==> src/rtl/count_ctrl_pkg.sv <==
// Shared constants and types for the count_ctrl button/auto-run step controller.
package count_ctrl_pkg;

  localparam logic DIR_UP = 1'b0;
  localparam logic DIR_DN = 1'b1;

  typedef enum logic [1:0] {
    S_LO   = 2'd0,
    CHK_HI = 2'd1,
    S_HI   = 2'd2,
    CHK_LO = 2'd3
  } db_state_t;

endpackage

==> src/rtl/count_ctrl_debounce.sv <==
// Two-flop synchronizer followed by a four-state debounce FSM for one raw button.
// level is high while the debounced state is S_HI; press marks the cycle that enters it.
module debounce
  import count_ctrl_pkg::*;
#(
  parameter int DB_CYCLES = 250000
) (
  input  logic clock,
  input  logic reset,
  input  logic din,
  output logic level,
  output logic press
);

  localparam int CW = $clog2(DB_CYCLES + 1);

  logic          r_sync1;
  logic          r_sync2;
  db_state_t     r_state;
  db_state_t     w_state_nxt;
  logic [CW-1:0] r_cnt;
  logic [CW-1:0] w_cnt_nxt;
  logic          w_cnt_done;

  assign w_cnt_done = (r_cnt == CW'(DB_CYCLES - 1));

  always_ff @(posedge clock or negedge reset) begin
    if (!reset) begin
      r_sync1 <= 1'b0;
      r_sync2 <= 1'b0;
      r_state <= S_LO;
      r_cnt   <= '0;
    end else begin
      r_sync1 <= din;
      r_sync2 <= r_sync1;
      r_state <= w_state_nxt;
      r_cnt   <= w_cnt_nxt;
    end
  end

  // The counter only runs in the CHK states; any disagreeing sample clears it.
  always_comb begin
    w_state_nxt = r_state;
    w_cnt_nxt   = '0;
    case (r_state)
      S_LO: begin
        if (r_sync2) w_state_nxt = CHK_HI;
      end
      CHK_HI: begin
        if (!r_sync2)        w_state_nxt = S_LO;
        else if (w_cnt_done) w_state_nxt = S_HI;
        else                 w_cnt_nxt   = r_cnt + 1'b1;
      end
      S_HI: begin
        if (!r_sync2) w_state_nxt = CHK_LO;
      end
      CHK_LO: begin
        if (r_sync2)         w_state_nxt = S_HI;
        else if (w_cnt_done) w_state_nxt = S_LO;
        else                 w_cnt_nxt   = r_cnt + 1'b1;
      end
      default: w_state_nxt = S_LO;
    endcase
  end

  always_comb begin
    level = (r_state == S_HI);
    press = (r_state == CHK_HI) && (w_state_nxt == S_HI);
  end

endmodule

==> src/rtl/count_ctrl.sv <==
// Up/down step controller: debounced buttons produce one-cycle enable pulses with direction ud.
// Optional periodic stepping is compiled in with macro COUNT_CTRL_AUTORUN_EN.
module count_ctrl
  import count_ctrl_pkg::*;
#(
  parameter int DB_CYCLES = 250000,
  parameter int CLK_DIV   = 25000000
) (
  input  logic clock,
  input  logic reset,
  input  logic btn_up,
  input  logic btn_dn,
  input  logic auto_run,
  output logic ud,
  output logic enable
);

  logic w_up_lvl, w_up_press;
  logic w_dn_lvl, w_dn_press;
  logic w_man_up, w_man_dn, w_man;
  logic w_tick;
  logic w_fire;
  logic r_enable;
  logic r_ud;

  debounce #(.DB_CYCLES(DB_CYCLES)) u_db_up (
    .clock (clock),
    .reset (reset),
    .din   (btn_up),
    .level (w_up_lvl),
    .press (w_up_press)
  );

  debounce #(.DB_CYCLES(DB_CYCLES)) u_db_dn (
    .clock (clock),
    .reset (reset),
    .din   (btn_dn),
    .level (w_dn_lvl),
    .press (w_dn_press)
  );

  // Simultaneous presses cancel; a press while the other button is held is ignored.
  assign w_man_up = w_up_press && !w_dn_press && !w_dn_lvl;
  assign w_man_dn = w_dn_press && !w_up_press && !w_up_lvl;
  assign w_man    = w_man_up || w_man_dn;

`ifdef COUNT_CTRL_AUTORUN_EN
  localparam int PW = $clog2(CLK_DIV + 1);

  logic [PW-1:0] r_presc;

  assign w_tick = auto_run && (r_presc == PW'(CLK_DIV - 1));

  // A tick coinciding with a manual pulse still wraps, so the next period starts fresh.
  always_ff @(posedge clock or negedge reset) begin
    if (!reset)                 r_presc <= '0;
    else if (!auto_run || w_tick) r_presc <= '0;
    else                        r_presc <= r_presc + 1'b1;
  end
`else
  logic w_unused;

  assign w_tick   = 1'b0;
  assign w_unused = auto_run & (CLK_DIV > 0);
`endif

  // Back-to-back requests are dropped so enable is never high two cycles running.
  assign w_fire = (w_man || w_tick) && !r_enable;

  always_ff @(posedge clock or negedge reset) begin
    if (!reset) begin
      r_enable <= 1'b0;
      r_ud     <= DIR_UP;
    end else begin
      r_enable <= w_fire;
      if (w_man_up && !r_enable)      r_ud <= DIR_UP;
      else if (w_man_dn && !r_enable) r_ud <= DIR_DN;
    end
  end

  assign enable = r_enable;
  assign ud     = r_ud;

endmodule

==> config.mk <==
export PLATFORM = sky130hd
export DESIGN_NAME = count_ctrl
export DESIGN_NICKNAME = d
export VERILOG_FILES = /design/src/rtl/count_ctrl_pkg.sv /design/src/rtl/count_ctrl_debounce.sv /design/src/rtl/count_ctrl.sv
export SDC_FILE = /design/constraint.sdc
export NUM_CORES = 1
export LEC_CHECK = 0
export ABC_CLOCK_PERIOD_IN_PS = 2600
export CAP_MARGIN = 20
export CORE_ASPECT_RATIO = 1.75
export CORE_MARGIN = 2
export CORE_UTILIZATION = 60
export DETAILED_ROUTE_END_ITERATION = 6
export PLACE_DENSITY = 0.78
export SLEW_MARGIN = 40
export SYNTH_ARGS = -nofsm -noshare
export SYNTH_HDL_FRONTEND = slang
export SYNTH_SLANG_ARGS = --single-unit
==> constraint.sdc <==
create_clock -name clock -period 2.6 [get_ports clock]
set_input_delay 0.52 -clock clock [delete_from_list [all_inputs] [get_ports clock]]
set_output_delay 0.52 -clock clock [all_outputs]
set_load 0.03 [all_outputs]
==> impl_metrics.py, run 1 <==
metrics = {
    "worst_setup_path": {
        "required_ps": 2770,
        "critical_path_arrival_ps": 2350,
        "crit_type": "register to register",
        "crit_path_start": "u_db_up.r_cnt[8]$_DFF_PN0_",
        "cp-start-kind": "register",
        "endpoint_kind": "register",
        "reg2regPathDepth": 4,
        "crit_fanout": 17,
        "r2r_start": "u_db_up.r_cnt[8]$_DFF_PN0_",
    },
    "die": {
        "die_h_um": 85.3,
        "num_rows": 29,
        "dieArea_mm2": 0.00430,
        "ioPinCount": 7,
        "die_w_um": 50.5,
        "start_util": 0.624,
        "coreArea_mm2": 0.00363,
    },
    "placement": {
        "place_congestion": 0.797,
        "hpwlAfterDp_um": 3060,
        "portBuffers": 5,
        "place_area_mm2": 0.00233,
    },
    "timing": {
        "slew_headroom": 0.582,
        "tightest_slew_ps": 619,
        "maxSlewViolCount": 0,
        "whs_ps": 106,
        "setup_tns_ps": 0,
        "layout_min_cycle_time_ps": 2190,
        "final_hold_viol_count": 0,
        "skew_ps": 7.64,
        "finalSetupViolCount": 0,
        "finalCritPeriodShare": 0.841,
        "rsz0062_at_grt": "false",
        "fmax_ghz": 0.457,
    },
    "yosys": {
        "ys_types": 38,
        "ys_seq_area_frac": 0.508,
        "yosysWarnings": 0,
        "synth_edf_count": 0,
        "syn_avg_cell_area_um2": 9.89,
        "netlist_area_mm2": 0.00227,
        "async_reset_ff_frac": 1.00,
        "syn-num-nets": 236,
        "syn_inst": 229,
        "ys_ff_latch": 46,
        "synth_ff_type": "dfrtp_1",
    },
    "pwr": {
        "p_leak_uw": 0.000989,
        "ir_worst_vdd_mv": 0.459,
        "p_per_area_mw_per_mm2": 531,
    },
    "cts": {
        "clk_pin_slew_ps": 80,
        "cts.sinks": 46,
        "cts-root-buf": "clkbuf_8",
        "numCtsBuffers": 5,
        "cts-resized-gates": 0,
        "clockBufferDepth": 2,
        "cts_hold_buf": 0,
        "cts_setup_buffers": 0,
        "ctsHtreeMaxLevel": 2,
        "cts_tree": "done",
        "clk_latency_ps": 300,
    },
    "routing": {
        "wl_um": 4200,
        "avgRoutedWirePerCell_um": 14.9,
        "drcViolationCount": 0,
        "vias_per_cell": 5.94,
        "first_iter_violations": 61,
        "postRouteAntennaNets": 0,
        "drtPass1Iterations": 4,
        "vias": 1676,
    },
    "global_routing": {
        "overflow": 0,
        "grt_max_degree": 33,
        "grt_pass1_wl_um": 7320,
        "antenna_found_initial": 0,
        "grt_util_all_layers": 0.222,
        "busiest_layer": "met2",
        "use_met3": 0.0370,
        "grtUsageMet2": 0.414,
        "grt_pass1_vias": 1648,
        "gr-usage-met1": 0.248,
    },
    "final_layout": {
        "area_growth_pct": 7.79,
        "diodes": 0,
        "final_nets": 242,
        "drive_gt1_frac": 0.0720,
        "post-route-cell-area_mm2": 0.00244,
    },
    "flow_run": {
        "drv_cap": 0,
    },
    "hold_path": {
        "holdCritPathClass": "primary input to async pin",
    },
    "outcome": {
        "status": "finished, final reports clean",
    },
}
## cell usage after synthesis, drive strengths merged (2+ instances only)
cell type,n,area share
o21ai,6,0.013
nor3,4,0.011
nor2,30,0.050
xor2,15,0.058
o31ai,4,0.013
or3,4,0.011
a21oi,12,0.027
a21o,2,0.0066
and2,4,0.011
xnor2,9,0.035
dfrtp,46,0.51
and3,3,0.0083
buf,5,0.017
or4,9,0.033
clkbuf,2,0.0039
mux2,2,0.0099
nand2,15,0.025
nand2b,2,0.0055
nand4,12,0.033
and4,3,0.012
ha,2,0.011
inv,8,0.013
nor4,6,0.017
nand3,15,0.033
## registers in the layout, indices dropped and copies added, names as in the netlist
signal / flops
enable: 1
u_db_dn.r_cnt: 18
u_db_dn.r_state: 2
u_db_dn.r_sync1: 1
u_db_dn.r_sync2: 1
u_db_up.r_cnt: 18
u_db_up.r_state: 2
u_db_up.r_sync1: 1
u_db_up.r_sync2: 1
ud: 1
## worst max-delay path, stage by stage, from the launching register on
cell and delay (ps):
dfrtp_1 460, or4_4 550, nor4_1 390, a21o_1 550, nor2_1 110
## per-layer routing
| metal | wire length (um) | share of wire |
|---|---|---|
| met5 | 0 | 0 |
| met4 | 74 | 0.018 |
| met3 | 123 | 0.029 |
| met2 | 2420 | 0.58 |
| met1 | 1580 | 0.38 |
## worst paths after layout
path | endpoint | slack, ps
max | u_db_up.r_cnt[9]$_DFF_PN0_ | 410
min | u_db_up.r_cnt[3]$_DFF_PN0_ | 110
max reg2reg | u_db_up.r_cnt[9]$_DFF_PN0_ | 410
min reg2reg | u_db_dn.r_sync2$_DFF_PN0_ | 360
max in group asynchronous | u_db_dn.r_cnt[4]$_DFF_PN0_ | 1790
min in group clock | u_db_dn.r_sync2$_DFF_PN0_ | 360
## metrics by stage
stage	instances	total power, uW	utilization	setup slack (ps)
5_1_grt	282	1340	0.673	279
4_1_cts	282	1320	0.673	421
2_1_floorplan	229	762	-	674
3_3_place_gp	274	781	0.642	482
6_report	282	1300	0.673	413
3_5_place_dp	274	783	0.642	449
## power breakdown
group	internal (uW)	total [uW]	switching, uW
clock network	288	530	242
logic	10.4	38.6	28.2
registers	722	728	5.36
## cell usage in the layout (no fill, tap or decap), types with 7 or more instances in the layout
cell type / count
nand2_1: 15
or4_1: 7
dfrtp_1: 46
nand3_1: 15
nor2_1: 30
a21oi_1: 12
xnor2_1: 9
nand4_1: 12
xor2_1: 15
inv_1: 8
## logic make-up after synthesis
family          count (synthesis)  share of synthesized area
compound gates                 27                     0.0718
xor+xnor                       24                     0.0928
fa+ha+maj                       2                     0.0110
buf+inv                        15                     0.0337
flops                          46                      0.508
mux                             3                     0.0144
simple gates                  112                      0.268
## final cells by class
class	instances	area, um2
well taps	46	57.6
clock buffers	5	68.8
clock inverters	3	43.8
repair buffers	6	52.6
fillers	276	1190
multi-input cells	168	1040
flip-flops and latches	46	1150
inverters	8	30.0
No activity file was read; power rests on OpenSTA's default activity.
==> run 2, diff against run 1 <==
Settings changed: ABC_CLOCK_PERIOD_IN_PS 2600 to 2200.
Clock period 2.6 ns to 2.2 ns, I/O delays scaled along.
==> run 2 against run 1 <==
  * Flip-flop and latch count unchanged
  * Largest cell class unchanged
  * Critical path type unchanged
  * Design area increased by 0.77%
  * Cell count increased by 1.1%
  * Sequential power increased by 18%
  * Largest power group unchanged
  * Routed wire length increased by 5.9%
  * Utilization increased by 0.52 points
  * Non-clock buffer count increased by 3
  * Global-route usage increased by 1.4 points
  * Critical path depth unchanged
==> impl_metrics.py, run 2 (same netlist as run 1, synthesis figures left out) <==
metrics = {
    "cts": {
        "clockBufferDepth": 2,
        "cts-resized-gates": 0,
        "cts-root-buf": "clkbuf_8",
        "cts_tree": "done",
        "ctsHtreeMaxLevel": 2,
        "clk_latency_ps": 310,
        "cts_hold_buf": 0,
        "numCtsBuffers": 5,
        "cts_setup_buffers": 0,
        "clk_pin_slew_ps": 80,
        "cts.sinks": 46,
    },
    "die": {
        "coreArea_mm2": 0.00363,
        "ioPinCount": 7,
        "die_h_um": 85.3,
        "num_rows": 29,
        "die_w_um": 50.5,
        "dieArea_mm2": 0.00430,
        "start_util": 0.624,
    },
    "timing": {
        "setup_tns_ps": 0,
        "finalCritPeriodShare": 0.923,
        "skew_ps": 8.00,
        "rsz0062_at_grt": "false",
        "maxSlewViolCount": 0,
        "fmax_ghz": 0.493,
        "layout_min_cycle_time_ps": 2030,
        "tightest_slew_ps": 569,
        "finalSetupViolCount": 0,
        "final_hold_viol_count": 0,
        "slew_headroom": 0.621,
    },
    "worst_setup_path": {
        "critical_path_arrival_ps": 2230,
        "r2r_end": "u_db_up.r_state[1]$_DFF_PN0_",
        "cp.depth": 4,
        "required_ps": 2400,
        "cp_top_family": "simple AND/OR/NAND/NOR gates",
        "cp-start-kind": "register",
        "crit_fanout": 6,
        "cp_slowest_cell": "or4_4",
        "crit_type": "register to register",
        "r2r_start": "u_db_up.r_cnt[8]$_DFF_PN0_",
        "endpoint_kind": "register",
        "crit_chain": "or4_4 > or4_4 > nor3_2 > mux2_2",
        "slowest_delay_ps": 540,
        "crit_top_cell": "or4_4",
        "crit_buf_inv": 0,
        "reg2regPathDepth": 4,
        "ff2ff_setup_slack_ps": 170,
    },
    "global_routing": {
        "grt_pass1_vias": 1725,
        "grt_util_all_layers": 0.237,
        "antenna_found_initial": 0,
        "overflow": 0,
        "grt_max_degree": 47,
        "grt_pass1_wl_um": 7710,
    },
    "routing": {
        "drcViolationCount": 0,
        "avgRoutedWirePerCell_um": 15.6,
        "first_iter_violations": 36,
        "vias_per_cell": 5.98,
        "vias": 1703,
        "postRouteAntennaNets": 0,
        "wl_um": 4450,
        "drtPass1Iterations": 4,
    },
    "placement": {
        "hpwlAfterDp_um": 3160,
        "dp.cells": 277,
        "place_area_mm2": 0.00235,
        "place_congestion": 0.786,
        "portBuffers": 5,
    },
    "final_layout": {
        "diodes": 0,
        "post-route-cell-area_mm2": 0.00246,
        "fin_cells": 285,
        "final_util": 0.678,
        "fillers": 296,
        "most-common-layout-cells": "dfrtp_1 (46), nor2_1 (30), nand3_1 (15), nand2_1 (15), xor2_1 (15)",
        "final_nets": 245,
        "area_growth_pct": 8.61,
        "mostFrequentLayoutCell": "dfrtp_1",
        "largestRegisters": "u_db_dn.r_cnt (18), u_db_up.r_cnt (18)",
        "drive_gt1_frac": 0.0837,
    },
    "pwr": {
        "p_leak_uw": 0.00100,
        "ir_worst_vdd_mv": 0.578,
        "p_per_area_mw_per_mm2": 617,
    },
    "hold_path": {
        "holdCritPathClass": "primary input to async pin",
    },
    "flow_run": {
        "drv_cap": 0,
    },
    "outcome": {
        "status": "finished, final reports clean",
    },
}
run 2: cell count changes in the layout (fill, tap and decap cells not counted), sizes merged:
cell	before	now
buf	2	5
clkinv	1	2
inv	9	8
run 2: final cells by class:
class                   count  area (um2)  area share
flip-flops and latches     46        1150       0.468
clock buffers               5        68.8      0.0280
repair buffers              9        75.1      0.0305
inverters                   8        30.0      0.0122
well taps                  46        57.6      0.0234
multi-input cells         168        1040       0.422
clock inverters             3        40.0      0.0163
run 2: per-layer routing:
layer  wire [um]  global-route usage  vias to the layer above
met5           0                   0                        -
met3          92              0.0511                       11
li1            -                   -                      827
met1        1710               0.258                      846
met4         135               0.103                        0
met2        2510               0.428                       19
run 2: metrics by stage:
| stage | setup slack, ps | power, uW | hold WS (ps) |
|---|---|---|---|
| 3_5_place_dp | 177 | 927 | 345 |
| 2_1_floorplan | 274 | 900 | 144 |
| 4_1_cts | 167 | 1540 | 226 |
| 3_3_place_gp | 193 | 926 | 333 |
| 6_report | 170 | 1520 | 201 |
| 5_1_grt | 113 | 1580 | 267 |
run 2: worst reg2reg max path, delay by kind of cell, from the launching register on:
family	cells	cell delay, ps
flip-flops	1	460
multiplexers	1	350
AND/OR/NAND/NOR	3	1130
run 2: where the power goes:
| part | switching [uW] | internal [uW] | total [uW] |
|---|---|---|---|
| combinational | 34.0 | 14.7 | 48.7 |
| sequential | 6.68 | 854 | 860 |
| clock | 277 | 334 | 611 |
| total | 317 | 1200 | 1520 |
run 2: how the worst max path moves through the flow:
stage	slack, ps	end	startpoint
CTS	170	u_db_up.r_state[1]$_DFF_PN0_	u_db_up.r_cnt[8]$_DFF_PN0_
global route	110	u_db_up.r_state[1]$_DFF_PN0_	u_db_up.r_cnt[8]$_DFF_PN0_
finish	170	u_db_up.r_state[1]$_DFF_PN0_	u_db_up.r_cnt[8]$_DFF_PN0_
floorplan	270	u_db_up.r_state[1]$_DFF_PN0_	u_db_up.r_cnt[8]$_DFF_PN0_
global placement	190	u_db_up.r_state[1]$_DFF_PN0_	u_db_up.r_cnt[8]$_DFF_PN0_
detailed placement	180	u_db_up.r_state[1]$_DFF_PN0_	u_db_up.r_cnt[8]$_DFF_PN0_
==> run 3, diff against run 2 <==
Settings changed: MAX_ROUTING_LAYER set to met4.
==> run 3 against run 2 <==
  * Sequential share of layout area is the same
  * Non-clock buffer count is the same
  * Die area is the same
  * First-iteration DRC count shrank 2.8%
  * Register-to-register slack is essentially flat
  * Maximum frequency grew 0.13%
  * Total power shrank 0.26%
  * Clock skew grew 0.63 ps
  * Design area is the same
  * Hold slack gained 5.6 ps
  * Critical path type unchanged
  * Largest cell class unchanged
==> impl_metrics.py, run 3 (same netlist as run 1, synthesis figures left out) <==
metrics = {
    "cts": {
        "numCtsBuffers": 5,
        "cts_tree": "done",
        "cts_hold_buf": 0,
        "clk_pin_slew_ps": 90,
        "cts-resized-gates": 0,
        "clockBufferDepth": 2,
        "cts.sinks": 46,
        "ctsHtreeMaxLevel": 2,
        "clk_latency_ps": 300,
        "cts-root-buf": "clkbuf_8",
        "cts_setup_buffers": 0,
    },
    "routing": {
        "first_iter_violations": 35,
        "vias": 1706,
        "vias_per_cell": 5.99,
        "drtPass1Iterations": 4,
        "wl_um": 4480,
        "avgRoutedWirePerCell_um": 15.7,
        "drcViolationCount": 0,
        "postRouteAntennaNets": 0,
    },
    "die": {
        "die_h_um": 85.3,
        "dieArea_mm2": 0.00430,
        "ioPinCount": 7,
        "coreArea_mm2": 0.00363,
        "start_util": 0.624,
        "die_w_um": 50.5,
        "num_rows": 29,
    },
    "global_routing": {
        "overflow": 0,
        "grt_pass1_wl_um": 7710,
        "grt_util_all_layers": 0.243,
        "grt_pass1_vias": 1723,
        "grt_max_degree": 47,
        "antenna_found_initial": 0,
    },
    "placement": {
        "place_congestion": 0.797,
        "portBuffers": 5,
        "post-place-ws_ps": 177,
        "hpwlAfterDp_um": 3160,
    },
    "timing": {
        "setup_ws_ps": 173,
        "fmax_ghz": 0.493,
        "layout_min_cycle_time_ps": 2030,
        "finalCritPeriodShare": 0.922,
        "maxSlewViolCount": 0,
        "skew_ps": 8.62,
        "tightest_slew_ps": 568,
        "slew_headroom": 0.621,
        "setup_tns_ps": 0,
        "rsz0062_at_grt": "false",
        "finalSetupViolCount": 0,
        "final_hold_viol_count": 0,
    },
    "pwr": {
        "ir_worst_vdd_mv": 0.577,
        "p_int_uw": 1200,
        "combPwrFrac": 0.032,
        "p_leak_uw": 0.00100,
        "pwr-share-seq": 0.568,
        "p_sw_uw": 313,
        "power_uw": 1520,
        "p_per_area_mw_per_mm2": 616,
        "swShare": 0.207,
        "clkPwrFrac": 0.400,
    },
    "worst_setup_path": {
        "crit_type": "register to register",
        "endpoint_kind": "register",
        "required_ps": 2390,
        "cp-start-kind": "register",
        "critical_path_arrival_ps": 2220,
        "crit_fanout": 6,
    },
    "final_layout": {
        "fillers": 296,
        "most-common-layout-cells": "dfrtp_1 (46), nor2_1 (30), nand3_1 (15), nand2_1 (15), xor2_1 (15)",
        "mostFrequentLayoutCell": "dfrtp_1",
        "area_growth_pct": 8.61,
        "drive_gt1_frac": 0.0837,
        "diodes": 0,
        "final_nets": 245,
        "largestRegisters": "u_db_dn.r_cnt (18), u_db_up.r_cnt (18)",
    },
    "flow_run": {
        "drv_cap": 0,
    },
    "outcome": {
        "status": "finished, final reports clean",
    },
    "hold_path": {
        "holdCritPathClass": "primary input to async pin",
    },
}
-- run 3: metrics by stage --
step / cell area [um2] / hold WS (ps) / instances / util
global route: 2460 / 269 / 285 / 0.678
CTS: 2460 / 226 / 285 / 0.678
detailed placement: 2350 / 345 / 277 / 0.648
finish: 2460 / 206 / 285 / 0.678
global placement: 2350 / 333 / 277 / 0.648
floorplan: 2270 / 144 / 229 / -
-- run 3: final cells by class --
type / instances / area (um2) / area share
sequential: 46 / 1150 / 0.468
multi-input combinational: 168 / 1040 / 0.422
timing repair buffer: 9 / 75.1 / 0.0305
clock buffer: 5 / 68.8 / 0.0280
tap: 46 / 57.6 / 0.0234
clock inverter: 3 / 40.0 / 0.0163
inverter: 8 / 30.0 / 0.0122
-- run 3: power groups by stage --
stage	clock network (uW)	logic, uW	registers (uW)
finish	607	48.7	860
global placement	0	49.5	877
global route	663	56.2	862
floorplan	0	24.8	876
detailed placement	0	50.2	877
CTS	630	50.5	860
-- run 3: final timing paths --
path	from	cells after the start	to	slack, ps
min reg2reg	u_db_dn.r_sync1$_DFF_PN0_	0	u_db_dn.r_sync2$_DFF_PN0_	360
min	reset	2	u_db_up.r_cnt[7]$_DFF_PN0_	210
min in group clock	u_db_dn.r_sync1$_DFF_PN0_	0	u_db_dn.r_sync2$_DFF_PN0_	360
max	u_db_up.r_cnt[8]$_DFF_PN0_	4	u_db_up.r_state[1]$_DFF_PN0_	170
max reg2reg	u_db_up.r_cnt[8]$_DFF_PN0_	4	u_db_up.r_state[1]$_DFF_PN0_	170
max in group asynchronous	reset	2	u_db_dn.r_cnt[4]$_DFF_PN0_	1590
-- run 3: critical path: stages (launching register included) --
cell and delay, ps:
dfrtp_1 460, or4_4 540, or4_4 440, nor3_2 120
mux2_2 350
-- run 3: metal layers --
| metal | wire, um | track usage |
|---|---|---|
| met4 | 127 | 0.103 |
| met1 | 1740 | 0.258 |
| met5 | 0 | - |
| met3 | 100 | 0.0458 |
| met2 | 2520 | 0.428 |
